**config.mk**
```make
export PLATFORM = sky130hd
export DESIGN_NAME = serial_adder
export DESIGN_NICKNAME = d
export VERILOG_FILES = /design/src/rtl/serial_adder.sv
export SDC_FILE = /design/constraint.sdc
export NUM_CORES = 1
export LEC_CHECK = 0
export ABC_AREA = 1
export BUFFER_PORTS_ARGS = -buffer_cell sky130_fd_sc_hd__buf_2
export CORE_UTILIZATION = 55
export CTS_CLUSTER_SIZE = 16
export DETAILED_ROUTE_END_ITERATION = 7
export GPL_TIMING_DRIVEN = 0
export PLACE_DENSITY = 0.8
export SLEW_MARGIN = 20
export SYNTH_ARGS = -nofsm -noshare
export SYNTH_HDL_FRONTEND = slang
export SYNTH_SLANG_ARGS = --single-unit
```
**constraint.sdc**
```tcl
create_clock -name clk -period 3.2 [get_ports clk]
set_input_delay 0 -clock clk [delete_from_list [all_inputs] [get_ports clk]]
set_output_delay 0 -clock clk [all_outputs]
set_load 0.02 [all_outputs]
```
**src/rtl/serial_adder.sv**
```systemverilog
// Digit-serial adder/subtractor: DIGIT bits per clock through one slice plus a carry register.
// Latency: start accepted at edge 0, busy for edges 1..N, done pulses after edge N (N = WIDTH/DIGIT).
// Backpressure: none; start is accepted only in IDLE or DONE and ignored while busy.
module serial_adder #(
    parameter int WIDTH = 32,
    parameter int DIGIT = 1
) (
    input  logic             clk,
    input  logic             rst_n,
    input  logic             start,
    input  logic             sub,
    input  logic [WIDTH-1:0] a,
    input  logic [WIDTH-1:0] b,
    input  logic             carry_in,
    output logic             busy,
    output logic             done,
    output logic [WIDTH-1:0] sum,
    output logic             carry_out,
    output logic             overflow
);

    localparam int N  = WIDTH / DIGIT;
    localparam int CW = (N > 1) ? $clog2(N) : 1;

    typedef enum logic [1:0] {
        IDLE = 2'd0,
        RUN  = 2'd1,
        DONE = 2'd2
    } state_t;

    state_t state_q, state_d;

    logic [WIDTH-1:0]       opa, opb;
    logic                   carry;
    logic [CW-1:0]          cnt;
    logic                   accept;
    logic                   last;
    logic [DIGIT:0]         slice;
    logic                   msb_cin;
    logic [WIDTH+DIGIT-1:0] sum_cat;

    assign accept  = start && ((state_q == IDLE) || (state_q == DONE));
    assign last    = (cnt == CW'(N - 1));
    assign slice   = {1'b0, opa[DIGIT-1:0]} + {1'b0, opb[DIGIT-1:0]} + {{DIGIT{1'b0}}, carry};
    // Carry into the slice's top bit recovered from its sum bit; on the last digit this is the MSB carry-in.
    assign msb_cin = slice[DIGIT-1] ^ opa[DIGIT-1] ^ opb[DIGIT-1];
    assign sum_cat = {slice[DIGIT-1:0], sum};

    always_comb begin
        state_d = state_q;
        case (state_q)
            IDLE:    if (accept) state_d = RUN;
            RUN:     if (last) state_d = DONE;
            DONE:    state_d = start ? RUN : IDLE;
            default: state_d = IDLE;
        endcase
    end

    always_ff @(posedge clk or negedge rst_n) begin
        if (!rst_n) begin
            state_q <= IDLE;
            busy    <= 1'b0;
            done    <= 1'b0;
        end else begin
            state_q <= state_d;
            busy    <= (state_d == RUN);
            done    <= (state_d == DONE);
        end
    end

    always_ff @(posedge clk or negedge rst_n) begin
        if (!rst_n) begin
            opa       <= '0;
            opb       <= '0;
            carry     <= 1'b0;
            cnt       <= '0;
            sum       <= '0;
            carry_out <= 1'b0;
            overflow  <= 1'b0;
        end else if (accept) begin
            opa   <= a;
            opb   <= sub ? ~b : b;
            carry <= sub ? 1'b1 : carry_in;
            cnt   <= '0;
        end else if (state_q == RUN) begin
            opa   <= opa >> DIGIT;
            opb   <= opb >> DIGIT;
            carry <= slice[DIGIT];
            cnt   <= cnt + CW'(1);
            sum   <= sum_cat[WIDTH+DIGIT-1:DIGIT];
            if (last) begin
                carry_out <= slice[DIGIT];
                overflow  <= msb_cin ^ slice[DIGIT];
            end
        end
    end

endmodule

```
# Yosys cells after proc, flatten, opt, wreduce, memory -nomap -nowiden

Index checks and enable logic that the tools add are counted.

$mul: 0
Divide/modulo/power cells: 0
Reduce and logical (&&, ||, !) cells: 6
$lt $le $gt $ge: 0
Shifts and indexed selects: 0
Equality and inequality tests: 5
Mux-type cells: 14
Bitwise gates (word level): 5
$add $sub $neg: 3

Operators by type and width:

| cell                  | count |
|---|---|
| $mux W32              | 5 |
| $not A32 Y32          | 1 |
| $mux W5               | 2 |
| $pmux W2 S3           | 1 |
| $add A5 B1 Y5 const B | 1 |
| $eq A5 B5 Y1 const B  | 1 |
| $eq A2 B1 Y1 const B  | 2 |
| $eq A2 B2 Y1 const B  | 2 |
| $mux W1               | 4 |
| $mux W2               | 2 |
| $reduce_and A3 Y1     | 1 |
| $xor A1 B1 Y1         | 3 |
| $add A1 B1 Y2         | 1 |
| $add A2 B1 Y2         | 1 |
| $logic_not A2 Y1      | 1 |
| $reduce_and A2 Y1     | 1 |
| $reduce_bool A2 Y1    | 1 |
| $logic_and A1 B1 Y1   | 1 |
| $logic_or A1 B1 Y1    | 1 |
| $not A1 Y1            | 1 |

Logic and storage cells: 43
Bits in writable memories: 0
Bits in latches: 0
Output and inout port bits: 36
Bits in registers: 108
Input port bits: 69
ROM bits: 0
Memories kept: 0

# Depth between registers and ports, before layout

Word-level depth: 6
Mapped depth: 8
Mapped depth without buffers: 8

# Worst setup path after synthesis

OpenSTA, ideal clock, no wires.

Path kind: flip-flop to flip-flop
Start: register opa[0]
End: register overflow
Library setup time: 0.117 ns
Period minus slack after synthesis: 1.367 ns
Arrival time: 1.250 ns
Required time: 3.083 ns
Slack: 1.833 ns
Cell stages (with the launch flop): 8
Buffers on the path: 0
Path through: dfrtp_1 > fa_1 > inv_1 > nand2_1 > nand2_1 > nand2_1 > nand3_1 > nand2_1

Longest elaborated chain between the ends: 5

Ends and longest elaborated chain:

| what                       | RTL line | text |
|---|---|---|
| from (decl)                | 33       | `logic [WIDTH-1:0] opa, opb;` |
| from (signal assigned)     | 86       | `opa <= opa >> DIGIT;` |
| $add A1 B1 Y2              | 44       | `assign slice = {1'b0, opa[DIGIT-1:0]} + {1'b0, opb[DIGIT-1:0]} + {{DIGIT{1'b0}}, carry};` |
| $add A2 B1 Y2              | 44       |  |
| named net slice[0]         | 38       | `logic [DIGIT:0] slice;` |
| $xor A1 B1 Y1 (2 in a row) | 46       | `assign msb_cin = slice[DIGIT-1] ^ opa[DIGIT-1] ^ opb[DIGIT-1];` |
| $xor A1 B1 Y1              | 93       | `overflow <= msb_cin ^ slice[DIGIT];` |
| to (signal assigned)       | 93       |  |
| to (decl)                  | 19       | `output logic overflow` |

The timed path passes the listed nets, and every way through them passes these cells.
A chain may end at the register's enable or synchronous reset.

# Final worst setup path

Start: register opb[0]
End: register overflow

Longest elaborated chain between the ends: 5

Ends and longest elaborated chain:

| what                       | RTL line | text |
|---|---|---|
| from (decl)                | 33       |  |
| from (signal assigned)     | 82       | `opb <= sub ? ~b : b;` |
| from (signal assigned)     | 87       | `opb <= opb >> DIGIT;` |
| $add A1 B1 Y2              | 44       |  |
| $add A2 B1 Y2              | 44       |  |
| named net slice[0]         | 38       |  |
| $xor A1 B1 Y1 (2 in a row) | 46       |  |
| $xor A1 B1 Y1              | 93       |  |

The timed path passes the listed nets, and every way through them passes these cells.

==> impl_results.md <==
* Status: complete, but fails checks
* Failing checks: negative hold slack
* FF-to-FF setup slack at roughly 1.7 ns
* Syn nets at 672
* Final Hold Violating Endpoints at 2
* Routed WL per cell at 14.7 um
* Slew HR at 0.652
* Ant. Diodes at 0
* Fmax at 652 MHz
* Data required, critical path at ~3.5 ns
* Post-DP HPWL at between 8000 and 9000 um
* Vias post-DR at around 4700
* Instance area at placement at ~5700 um^2
* CP max stage delay at roughly 0.53 ns
* Max-slew violations at 0
* Largest family of logic cells by synthesized area: simple AND/OR/NAND/NOR gates
* P per Cell Area at 933 nW/um^2
* Max-Cap Viols at 0
* Final period util at 0.479
* First-pass DRT Iterations at 5
* RR Startpoint: opb[0]$_DFFE_PN0P_
* Sequential share of the synthesized area at 0.539
* Root Driver: clkbuf_8
* CTS clk-pin slew, worst paths at 0.11 ns
* Area Growth Syn to Fin at 28.8%
* Worst skew pair latency at 0.38 ns
* Worst hold endpoint: opb[8]$_DFFE_PN0P_
* Worst hold path class: in2reg
* Worst Tran Pin Value at 0.521 ns
* Antenna Nets Post-Route at 0
* Die area at roughly 9500 um^2
* Num rows at 34
* Sum Neg Setup Slack at 0 ns
* Syn Inst Count at 600
* Final min period at 1.53 ns
* Crit path launch type: register
* Routed WL at 13000 um
* CP endpoint kind: register
* Count of cell types in the netlist at 24
* Initial antenna violation count at 0
* Fraction of layout cells with a size suffix above 1 at 0.203
* Number of global-route vias before repair at 4719
* Critical path arrival at 1.81 ns
* Most common cell after layout, fill and taps aside: nand2_1
* CTS sink cnt at ~110
* Longest Clk Path Bufs at 2
* Clk_skew at 0.0119 ns
* Starting density of the core at 0.573
* Worst Min Path Start: b[8]
* Simple-gate share of the synthesized area at 0.197
* Final net count at 842
* RSZ-0062 raised after global routing: no
* Routability cong. at 0.809
* Crit path cell chain: fa_1, inv_1, nand2_1, nand2_1, nand2_1, nand3_1, nand2_1
* Mux cell area share after synthesis at 0
* Xor/xnor share of the synthesized area at 0.0559
* Cells on Worst Hold Path at 4
* Pleak at 3.33 nW
* Warnings, synthesis at 0
* H-Tree Depth at 3
* Synth Area in Adders at 0.00898
* Ports at ~110
* Largest net degree at the start of global routing at 56
* Initial drt markers at 295
* Grt ovf at 0
* Syn_area_per_cell at 8.36 um^2
* Post-route cell area at 6460 um^2
* Crit Path Category: reg2reg
* Worst reg2reg path depth at 7
* I/O Buffers at 103
* Commonest cells after routing, fill and taps aside: 213 x nand2_1, 120 x buf_2, 108 x dfrtp_1
* Total core area at 8760 um^2
* Worst-path maximum fanout at 5
* Die Span Y at 97.5 um
* Hold Slack at -0.00264 ns
* All-Layer GR Usage at 0.282
* Global-route wire length before repair at 21600 um
* CTS buffer count at 9
* Synthesized area at 5020 um^2
* Worst path slowest cell: fa_1
* Compound-Gate Fraction of Synth Area at 0.135
* Synth Register Bits at 108
* Final core occ at 0.737
* # setup viols final at 0
* Most common cell on crit path: nand2_1
* R2r endpoint: overflow$_DFFE_PN0P_
* Peak VDD IR at 0.513 mV
* Tot Pwr at 6.03 mW
* DRC at 0
* TritonCTS clock tree: built
* Die Width at around 98 um
* Avg Vias per Cell at 5.29
==> registers in the layout, summed over array words and instances (netlist names) <==
| name | cells |
|---|---|
| opb | 32 |
| done | 1 |
| opa | 32 |
| sum | 32 |
| overflow | 1 |
| cnt | 5 |
| state_q | 2 |
| carry | 1 |
| carry_out | 1 |
| busy | 1 |
==> critical path: cells and delay by family, from the launching register on <==
kind                       cells  cell delay [ns]
DFF                            1             0.46
and+or+nand+nor                5             0.33
adders and majority gates      1             0.53
buffers and inverters          1             0.11
==> synth_stat cells <==
cell / count / area, um^2
a21oi_1: 29 / 145
buf_2: 18 / 90.1
buf_4: 7 / 52.6
buf_6: 2 / 22.5
clkbuf_1: 8 / 30.0
clkbuf_4: 2 / 15.0
dfrtp_1: 108 / 2700
fa_1: 1 / 20.0
ha_1: 2 / 25.0
inv_1: 27 / 101
inv_2: 3 / 11.3
nand2_1: 213 / 800
nand2_2: 3 / 18.8
nand2_4: 1 / 11.3
nand3_1: 2 / 10.0
nand4_1: 1 / 6.26
nor2_1: 35 / 131
nor2_4: 1 / 11.3
o211ai_1: 2 / 15.0
o21ai_0: 91 / 455
o21ai_1: 10 / 50.1
o22ai_1: 2 / 12.5
xnor2_1: 1 / 8.76
xor2_1: 31 / 272
==> kinds of logic (layout without fill, tap and decap cells) <==
family                     Yosys count  after routing
and+or+nand+nor                    256            256
AOI/OAI and AO/OA                  134            134
DFF                                108            108
buffers and inverters               67            242
xor gates and xnor gates            32             32
adders and majority gates            3              3
==> stage by stage <==
stage | setup WS (ns) | cells
after floorplan | 1.83 | 600
after global placement | 0.929 | 811
after detailed placement | 1.70 | 812
after CTS | 1.69 | 883
after global routing | 1.60 | 883
final | 1.67 | 883
==> worst max-delay path by stage <==
stage                                  start                   end  slack, ns  cells past startpoint
after global routing      opa[0]$_DFFE_PN0P_  overflow$_DFFE_PN0P_       1.60                      7
final                     opb[0]$_DFFE_PN0P_  overflow$_DFFE_PN0P_       1.67                      7
after floorplan           opa[0]$_DFFE_PN0P_  overflow$_DFFE_PN0P_       1.83                      7
after global placement                 rst_n   opb[17]$_DFFE_PN0P_       0.93                      1
after CTS                 opb[0]$_DFFE_PN0P_  overflow$_DFFE_PN0P_       1.69                      7
after detailed placement  opb[0]$_DFFE_PN0P_  overflow$_DFFE_PN0P_       1.70                      7
==> where the power goes <==
group          switching (mW)  internal (mW)
registers               0.380           2.03
clock network           0.503          0.376
logic                    1.75          0.992
total                    2.63           3.39
==> routing by layer <==
metal,up-vias,track usage,wire length [um]
met1,2271,0.365,5530
li1,2234,-,-
met4,0,0.0848,184
met5,-,0,0
met3,18,0.0489,610
met2,148,0.487,6670
==> area by class of cell <==
cell class | instances | area (um^2)
sequential | 108 | 2700
fill | 621 | 2300
multi-input combinational | 425 | 1990
timing repair buffer | 159 | 1100
buffer | 37 | 210
tap | 108 | 135
clock buffer | 9 | 124
inverter | 30 | 113
clock inverter | 7 | 85.1
==> timing repair <==
action,in CTS,in global routing
endpoints found under the hold margin,107,0
hold buffers,55,0
setup buffers,0,0
gates resized for setup,0,0
setup endpoints to repair,0,0
(Power assumes the default switching activity.)
